===== src/rtl/conv_pkg.sv =====
// Shared types, default widths and the output rounding helper for conv_stream_engine.
// Optional: define CONV_SAT_EN to saturate results instead of wrapping them.
package conv_pkg;

  localparam int DATA_W    = 16;
  localparam int COEF_W    = 16;
  localparam int ACC_W     = 40;
  localparam int OUT_SHIFT = 15;

  typedef enum logic [1:0] {
    IDLE  = 2'd0,
    MAC   = 2'd1,
    OUT   = 2'd2,
    FLUSH = 2'd3
  } state_e;

  // Round half up, arithmetic shift, then saturate or wrap to DATA_W.
  function automatic logic [DATA_W-1:0] round_out(input logic signed [ACC_W-1:0] acc,
                                                  input int unsigned shift);
    logic signed [ACC_W:0] sum;
    logic signed [ACC_W:0] shifted;
`ifdef CONV_SAT_EN
    logic signed [ACC_W:0] hi;
    logic signed [ACC_W:0] lo;
`endif
    sum     = (ACC_W+1)'(acc) + ((ACC_W+1)'(1) << (shift - 1));
    shifted = sum >>> shift;
`ifdef CONV_SAT_EN
    hi = (ACC_W+1)'((longint'(1) << (DATA_W - 1)) - 1);
    lo = ~hi;
    if (shifted > hi) return hi[DATA_W-1:0];
    if (shifted < lo) return lo[DATA_W-1:0];
`endif
    return shifted[DATA_W-1:0];
  endfunction

endpackage


===== src/rtl/conv_mac.sv =====
// Serial signed multiply-accumulate; result is the accumulator value after this enable.
module conv_mac #(
  parameter int DATA_W = conv_pkg::DATA_W,
  parameter int COEF_W = conv_pkg::COEF_W,
  parameter int ACC_W  = conv_pkg::ACC_W
) (
  input  logic                     clk,
  input  logic                     rst_n,
  input  logic                     clear,
  input  logic                     en,
  input  logic signed [DATA_W-1:0] sample,
  input  logic signed [COEF_W-1:0] coef,
  output logic signed [ACC_W-1:0]  result
);

  logic signed [DATA_W+COEF_W-1:0] product;
  logic signed [ACC_W-1:0]         acc_q;

  assign product = sample * coef;
  assign result  = acc_q + ACC_W'(product);

  // NOTE: sequential state is written with <= so every register samples the
  // pre-edge values, independent of statement order inside the block.
  always_ff @(posedge clk or negedge rst_n) begin
    if (!rst_n) begin
      acc_q <= '0;
    end else if (clear) begin
      acc_q <= '0;
    end else if (en) begin
      acc_q <= result;
    end
  end

endmodule


===== src/rtl/conv_stream_engine.sv =====
// Streaming full-convolution FIR: sample-in, TAPS-cycle serial MAC, registered
// result-out, then TAPS-1 zero-fed flush steps. CONV_SAT_EN selects saturation.
module conv_stream_engine #(
  parameter int TAPS      = 20,
  parameter int DATA_W    = conv_pkg::DATA_W,
  parameter int COEF_W    = conv_pkg::COEF_W,
  parameter int ACC_W     = conv_pkg::ACC_W,
  parameter int OUT_SHIFT = conv_pkg::OUT_SHIFT
) (
  input  logic                     clk,
  input  logic                     rst_n,
  input  logic                     coef_we,
  input  logic [$clog2(TAPS)-1:0]  coef_idx,
  input  logic [COEF_W-1:0]        coef_data,
  input  logic                     in_valid,
  output logic                     in_ready,
  input  logic [DATA_W-1:0]        in_data,
  input  logic                     in_last,
  output logic                     out_valid,
  input  logic                     out_ready,
  output logic [DATA_W-1:0]        out_data,
  output logic                     out_last,
  output logic                     busy
);

  localparam logic [1:0] S_IDLE  = conv_pkg::IDLE;
  localparam logic [1:0] S_MAC   = conv_pkg::MAC;
  localparam logic [1:0] S_OUT   = conv_pkg::OUT;
  localparam logic [1:0] S_FLUSH = conv_pkg::FLUSH;

  localparam int              CNT_W  = (TAPS > 1) ? $clog2(TAPS) : 1;
  localparam logic [CNT_W-1:0] K_LAST = CNT_W'(TAPS - 1);

  logic [1:0]               state;
  logic [CNT_W-1:0]         k_q;
  logic [CNT_W-1:0]         flush_cnt;
  logic                     last_q;
  logic                     alive_q;
  logic signed [DATA_W-1:0] dline  [TAPS];
  logic signed [COEF_W-1:0] coef_q [TAPS];
  logic signed [ACC_W-1:0]  mac_result;
  logic                     accept;
  logic                     last_done;

  // alive_q keeps in_ready low until the first clock edge after reset release.
  assign in_ready  = alive_q && (state == S_IDLE) && !coef_we;
  assign accept    = in_valid && in_ready;
  assign last_done = (state == S_OUT) && out_ready && out_last;

  conv_mac #(
    .DATA_W (DATA_W),
    .COEF_W (COEF_W),
    .ACC_W  (ACC_W)
  ) u_mac (
    .clk    (clk),
    .rst_n  (rst_n),
    .clear  (accept || (state == S_FLUSH)),
    .en     (state == S_MAC),
    .sample (dline[k_q]),
    .coef   (coef_q[k_q]),
    .result (mac_result)
  );

  always_ff @(posedge clk or negedge rst_n) begin
    if (!rst_n) begin
      state     <= S_IDLE;
      k_q       <= '0;
      flush_cnt <= '0;
      last_q    <= 1'b0;
      alive_q   <= 1'b0;
      busy      <= 1'b0;
      out_valid <= 1'b0;
      out_data  <= '0;
      out_last  <= 1'b0;
    end else begin
      alive_q <= 1'b1;
      case (state)
        S_IDLE: begin
          if (accept) begin
            state  <= S_MAC;
            k_q    <= '0;
            last_q <= in_last;
            busy   <= 1'b1;
          end
        end
        S_MAC: begin
          // The final product is folded straight into the output register.
          if (k_q == K_LAST) begin
            state     <= S_OUT;
            out_valid <= 1'b1;
            out_data  <= conv_pkg::round_out(mac_result, OUT_SHIFT);
            out_last  <= last_q && (flush_cnt == K_LAST);
          end else begin
            k_q <= k_q + 1'b1;
          end
        end
        S_OUT: begin
          if (out_ready) begin
            out_valid <= 1'b0;
            out_last  <= 1'b0;
            if (out_last) begin
              state     <= S_IDLE;
              last_q    <= 1'b0;
              flush_cnt <= '0;
              busy      <= 1'b0;
            end else if (last_q) begin
              state <= S_FLUSH;
            end else begin
              state <= S_IDLE;
            end
          end
        end
        default: begin
          state     <= S_MAC;
          k_q       <= '0;
          flush_cnt <= flush_cnt + 1'b1;
        end
      endcase
    end
  end

  always_ff @(posedge clk or negedge rst_n) begin
    if (!rst_n) begin
      for (int i = 0; i < TAPS; i++) dline[i] <= '0;
    end else if (last_done) begin
      for (int i = 0; i < TAPS; i++) dline[i] <= '0;
    end else if (accept || (state == S_FLUSH)) begin
      dline[0] <= accept ? in_data : '0;
      for (int i = 1; i < TAPS; i++) dline[i] <= dline[i-1];
    end
  end

  // NOTE: the coefficient file is a register array with an explicit reset, so
  // a reset really clears h[] rather than leaving stale taps from the last run.
  always_ff @(posedge clk or negedge rst_n) begin
    if (!rst_n) begin
      for (int i = 0; i < TAPS; i++) coef_q[i] <= '0;
    end else if ((state == S_IDLE) && coef_we && (int'(coef_idx) < TAPS)) begin
      coef_q[coef_idx] <= coef_data;
    end
  end

endmodule


===== config.mk =====
export PLATFORM = sky130hd
export DESIGN_NAME = conv_stream_engine
export DESIGN_NICKNAME = d
export VERILOG_FILES = /design/src/rtl/conv_pkg.sv /design/src/rtl/conv_mac.sv /design/src/rtl/conv_stream_engine.sv
export SDC_FILE = /design/constraint.sdc
export NUM_CORES = 2
export LEC_CHECK = 0
export ABC_AREA = 1
export CAP_MARGIN = 20
export CORE_ASPECT_RATIO = 1.1
export CORE_UTILIZATION = 50
export DETAILED_ROUTE_END_ITERATION = 7
export GPL_TIMING_DRIVEN = 0
export MAX_ROUTING_LAYER = met4
export PLACE_DENSITY = 0.78
export SLEW_MARGIN = 20
export SYNTH_ARGS = -nofsm -noshare
export SYNTH_HDL_FRONTEND = slang
export SYNTH_SLANG_ARGS = --single-unit
export TNS_END_PERCENT = 5

===== constraint.sdc =====
create_clock -name clk -period 9.1 [get_ports clk]
set_input_delay 1.82 -clock clk [delete_from_list [all_inputs] [get_ports clk]]
set_output_delay 1.82 -clock clk [all_outputs]
set_load 0.02 [all_outputs]

=== Word level (Yosys, flattened, before mapping) ===
Cells that the tools add are included.

* Output and inout port bits: 20
* Logic and storage cells: 133
* Bits of input ports: 43
* Bits in registers: 713

* $add $sub $neg: 4
* Multipliers: 1
* Order comparisons: 4
* Mux-type cells: 37
* Eq/ne operators: 10
* Reduce and logical (&&, ||, !) cells: 23
* Bitwise logic cells: 4

{| class="wikitable"
|+ Operator list
! kind !! count
|-
| two-way mux 320 bit || 2
|-
| bitwise mux 320 bit || 1
|-
| binary-select mux 16 bit (select 5 bit) || 2
|-
| two-way mux 16 bit || 6
|-
| demux 16 bit (select 5 bit) || 1
|-
| two-way mux 40 bit || 2
|-
| adder 40 x 32 -> 40 bit || 1
|-
| multiplier 16 x 16 -> 32 bit || 1
|-
| adder 31 x 16 -> 31 bit (second input constant) || 1
|-
| two-way mux 5 bit || 4
|-
| case mux 5 bit (3 select lines) || 1
|-
| >= comparator 6 bit (second input constant) || 2
|-
| NOT 5 -> 6 bit || 2
|-
| AND reduction 3 bit || 4
|-
| adder 5 x 1 -> 5 bit (second input constant) || 2
|-
| == test 5 bit (second input constant) || 2
|-
| two-way mux 2 bit || 5
|-
| != test 2 bit (second input constant) || 5
|-
| case mux 5 bit (2 select lines) || 1
|-
| logical AND 1 bit || 9
|-
| case mux 1 bit (2 select lines) || 4
|-
| nonzero test 2 bit || 4
|-
| two-way mux 1 bit || 7
|-
| < comparator 6 x 1 -> 1 bit (second input constant) || 1
|-
| 11 further kinds || 13
|}

=== Longest topological paths before layout ===
* Depth in word-level cells: 8
* Mapped depth: 46

=== Modules after synthesis ===
Synthesis repeated with hierarchy kept, for this count alone.

* Cell total of the unflattened synthesis: 6433
* Area, all modules: 48266.3 µm²

{| class="wikitable"
|+ By module, submodules not included
! module !! seq. area each (µm²) !! cells an instance !! instances !! area an instance (µm²)
|-
| conv_stream_engine || 16841.2 || 4464 || 1 || 33169.3
|-
| conv_mac || 1001.0 || 1969 || 1 || 15097.0
|}

=== Worst setup path before layout ===
Ideal clock, no wire load.

* Path type: reg-to-reg
* Start: reg k_q[0]
* End: reg out_data[14]
* Slack: 1717 ps
* Setup time: 117 ps
* Cell stages (with the launch flop): 38
* Arrival time: 7266 ps
* Clock period less this slack: 7383 ps
* Cells stage by stage: dfrtp_1 -> buf_4 -> inv_4 -> buf_6 -> buf_6 -> buf_6 -> buf_2 -> nor2_1 -> o22ai_1 -> nand2_1 -> nand3_1 -> a21oi_1 -> o21ai_2 -> buf_2 -> nand2_1 -> fa_1 -> inv_1 -> fa_1 -> [2 not listed] -> fa_1 -> inv_1 -> fa_1 -> inv_1 -> ha_1 -> nand2_1 -> nor4_1 -> nand3_1 -> nand3_1 -> nand2_1 -> nand2_1 -> nand2_1 -> nor3_1 -> nand3_1 -> nand2_1 -> nand2_1 -> nand2_1 -> nand2_1

* Cells in the longest elaborated chain, start to end: 7
* Elaborated cells on any way between the ends: 12

{| class="wikitable"
|+ Ends and longest elaborated chain
! what !! RTL line !! RTL
|-
| start: declaration || conv_stream_engine.sv:35 || <nowiki>logic [CNT_W-1:0] k_q;</nowiki>
|-
| start signal: assignment || conv_stream_engine.sv:94 || <nowiki>k_q <= k_q + 1'b1;</nowiki>
|-
| NOT 5 -> 6 bit (implied by the code) || conv_stream_engine.sv:59, conv_stream_engine.sv:60 ||
|-
| binary-select mux 16 bit (select 5 bit), on equally long branches || conv_stream_engine.sv:59, conv_stream_engine.sv:60 ||
|-
| two-way mux 16 bit, on equally long branches (2 in series) || conv_stream_engine.sv:59, conv_stream_engine.sv:60 ||
|-
| multiplier 16 x 16 -> 32 bit || conv_mac.sv:19 || <nowiki>assign product = sample * coef;</nowiki>
|-
| adder 40 x 32 -> 40 bit || conv_mac.sv:20 || <nowiki>assign result = acc_q + ACC_W'(product);</nowiki>
|-
| adder 31 x 16 -> 31 bit || conv_pkg.sv:26 || <nowiki>sum = (ACC_W+1)'(acc) + ((ACC_W+1)'(1) << (shift - 1));</nowiki>
|-
| end signal: assignment || conv_stream_engine.sv:91 || <nowiki>out_data <= conv_pkg::round_out(mac_result, OUT_SHIFT);</nowiki>
|-
| end: declaration || conv_stream_engine.sv:21 || <nowiki>output logic [DATA_W-1:0] out_data,</nowiki>
|}

Several ways; a longest one is shown, not always the timed one. The select of a mux whose other input is x is not followed.
A chain may end at the register's enable or synchronous reset.

=== Worst setup path after layout ===
* Start: reg k_q[0]
* End: reg out_data[15]

The elaborated chain is that of the path after synthesis.

==> summary.md <==
| Metric | Value |
|---|---|
| Status | `complete, no violations` |
| Placement Rows | `about 110` |
| WL/cell | `22.5 um` |
| First-pass iteration count of the detailed router | `6` |
| Final setup vio count | `0` |
| Cts bufs inserted | `75` |
| RSZ-0062 raised after global routing | `true` |
| Worst-path clk slew | `70 ps` |
| Area of the mapped netlist | `roughly 0.045 mm^2` |
| CP Launch Type | `flop` |
| Final Hold Fails | `0` |
| Commonest non-fill, non-tap cell in the layout | `nand2_1` |
| Mapped Avg Cell Area | `7.88 um^2` |
| Number of global-route vias before repair | `40800` |
| Post-synth EDFFs | `0` |
| CTS root buf | `clkbuf_16` |
| DIE WIDTH | `between 200 and 300 um` |
| GRT overflow | `0` |
| Seq/Total Area, Yosys | `39.5%` |
| CTS tree | `yes` |
| Max incr delay on CP | `610 ps` |
| Register-to-Register Path Depth | `38` |
| Commonest cells after routing, fill and taps aside | `nand2_1 (1507), o21ai_0 (956), inv_1 (714), dfrtp_1 (704), nor2_1 (385)` |
| HPWL after DPL | `116 mm` |
| Cells after synthesis | `5659` |
| Async SR Flop Fraction | `100%` |
| Vias per cell | `5.87` |
| FF-to-FF Start | `k_q[0]` |
| Layout cell share with drive strength beyond 1 | `6.06%` |
| Max Clock Skew | `35.6 ps` |
| Hold-fix buffers, CTS | `0` |
| First-pass GRT wire length | `242 mm` |
| CP arrival | `9620 ps` |
| Finished Layout Cells | `7037` |
| Num Clock Sinks | `~700` |
| Level count of the clock H-tree | `3` |
| DRC | `0` |
| Yosys cell types | `52` |
| F_max | `111 MHz` |
| Die H | `315 um` |
| Worst slew margin | `between 20% and 30%` |
| Post-synthesis register bit count | `704` |
| # fillers | `around 8000` |
| Remaining antenna violation count | `0` |
| RR Endpoint | `out_data[15]` |
| Clk_lat worst skew | `650 ps` |
| Hold depth | `2` |
| Crit path time final | `around 9000 ps` |
| Global placer's final weighted congestion | `1.01` |
| Iteration-0 DRC Markers | `5101` |
| Maxcap violations | `0` |
| Max-slew violation count | `0` |
| Crit path top cell by count | `nand2_1` |
| Final WL | `158 mm` |
| Initial Util | `50.6%` |
| Synth warn | `0` |
| Hold Crit Class | `flop to flop` |
| DIE AREA | `0.0904 mm^2` |
| Slowest CP cell | `o21ai_0` |
| Synthesized net count | `6089` |
| Tcrit/Tclk final | `between 90% and 100%` |
| Via Count | `41300` |
| Worst Setup EP | `out_data[15]` |
| Crit path from | `k_q[0]` |
| Min Hold Slack | `472 ps` |
| Area Growth Syn to Fin | `11.7%` |
| Placed cells | `6887` |
| Fin nets | `6244` |
| Setup CP Type | `flop to flop` |
| Count of buffers from port buffering | `61` |
| Maximum fanout along the worst path | `10` |
| Total track usage | `between 30% and 40%` |
| CTS max path bufs | `3` |
| Slew @ Worst Pin | `1160 ps` |
| Worst R2R Setup Slack | `between 70 and 80 ps` |
| Main flop type after synthesis | `dfrtp_1` |
| CP required | `9690 ps` |
| Crit. End Element | `flop` |
| IO Count | `63` |
| Initial antenna violation count | `3` |
| Core box area | `0.0881 mm^2` |
| Largest net degree at the start of global routing | `between 100 and 150` |
-- final cells by class --
type	instances	area, um^2	share of cell area (%)
diodes	2	5.00	0.0101
clock buffers	103	2100	4.22
clock inverters	35	474	0.952
repair buffers	79	891	1.79
multi-input cells	3857	22800	45.8
inverters	724	2720	5.46
flip-flops and latches	704	17600	35.4
well taps	1160	1450	2.92
plain buffers	373	1730	3.47
-- cells by family (layout without fill, tap and decap cells) --
family	count (synthesis)	after routing	synth area share, %
simple gates	2221	2221	20.0
compound gates	1217	1217	14.4
buf+inv	1098	1314	9.75
flops	704	704	39.5
fa+ha+maj	387	387	15.7
xor+xnor	30	30	0.707
other cells	1	3	0.00841
mux	1	1	0.0253
-- through the flow --
stage / worst slack [ps] / TNS, ps / util, % / area, um^2
2_1_floorplan: 1720 / 0 / - / 44600
3_3_place_gp: -25950 / - / 52.9 / 46600
3_5_place_dp: -714 / -4970 / 53.1 / 46800
4_1_cts: 23.6 / 0 / 56.2 / 49500
5_1_grt: -100 / -100 / 56.5 / 49800
6_report: 71.4 / 0 / 56.5 / 49800
-- per-layer routing --
| metal | vias up | global-route usage (%) | wire [um] |
|---|---|---|---|
| met4 | 0 | 25.9 | 13500 |
| li1 | 18200 | - | - |
| met5 | - | - | 0 |
| met3 | 675 | 7.73 | 17600 |
| met1 | 19800 | 43.6 | 56700 |
| met2 | 2639 | 55.0 | 70600 |
-- worst min-delay path by stage --
stage           startpoint           to  slack (ps)
6_report       out_data[0]  out_data[0]         470
5_1_grt         coef_q[41]   coef_q[41]         500
4_1_cts        out_data[0]  out_data[0]         480
3_5_place_dp   out_data[0]  out_data[0]         460
3_3_place_gp     out_valid    out_valid         460
2_1_floorplan  coef_q[126]  coef_q[126]         450
-- cell usage after synthesis, drive strengths merged (14+ instances only) --
| master | count | area [um^2] |
|---|---|---|
| a21oi | 63 | 315 |
| buf | 110 | 633 |
| clkbuf | 264 | 991 |
| dfrtp | 704 | 17600 |
| fa | 285 | 5710 |
| ha | 102 | 1280 |
| inv | 721 | 2710 |
| nand2 | 1529 | 5780 |
| nand3 | 251 | 1290 |
| nand4 | 16 | 100 |
| nor2 | 396 | 1510 |
| nor3 | 14 | 90.1 |
| o21ai | 996 | 5030 |
| o22ai | 127 | 795 |
| xor2 | 19 | 211 |
-- sequential cells by signal (all words and copies together) (netlist names) --
name and flops:
alive_q 1, busy 1, coef_q 320, dline 320, flush_cnt 5, k_q 5
last_q 1, out_data 16, out_last 1, out_valid 1, state 2, u_mac.acc_q 31
-- critical path, delay by kind of cell (launching register included) --
kind	cells	cell delay, ps
AOI/OAI and AO/OA	5	1360
xor gates and xnor gates	1	310
DFF	1	390
and+or+nand+nor	13	1980
buffers and inverters	11	1710
adders and majority gates	8	3180
-- repair_timing --
action                     in CTS  in global routing
gates resized for setup        39                 78
pin swaps                       4                 11
setup buffers                   3                  8
setup endpoints to repair      18                 13
cloned                          0                  0
Power is not shown: default switching activity piles up to over one toggle a cycle in this logic, so the estimate is an artifact.
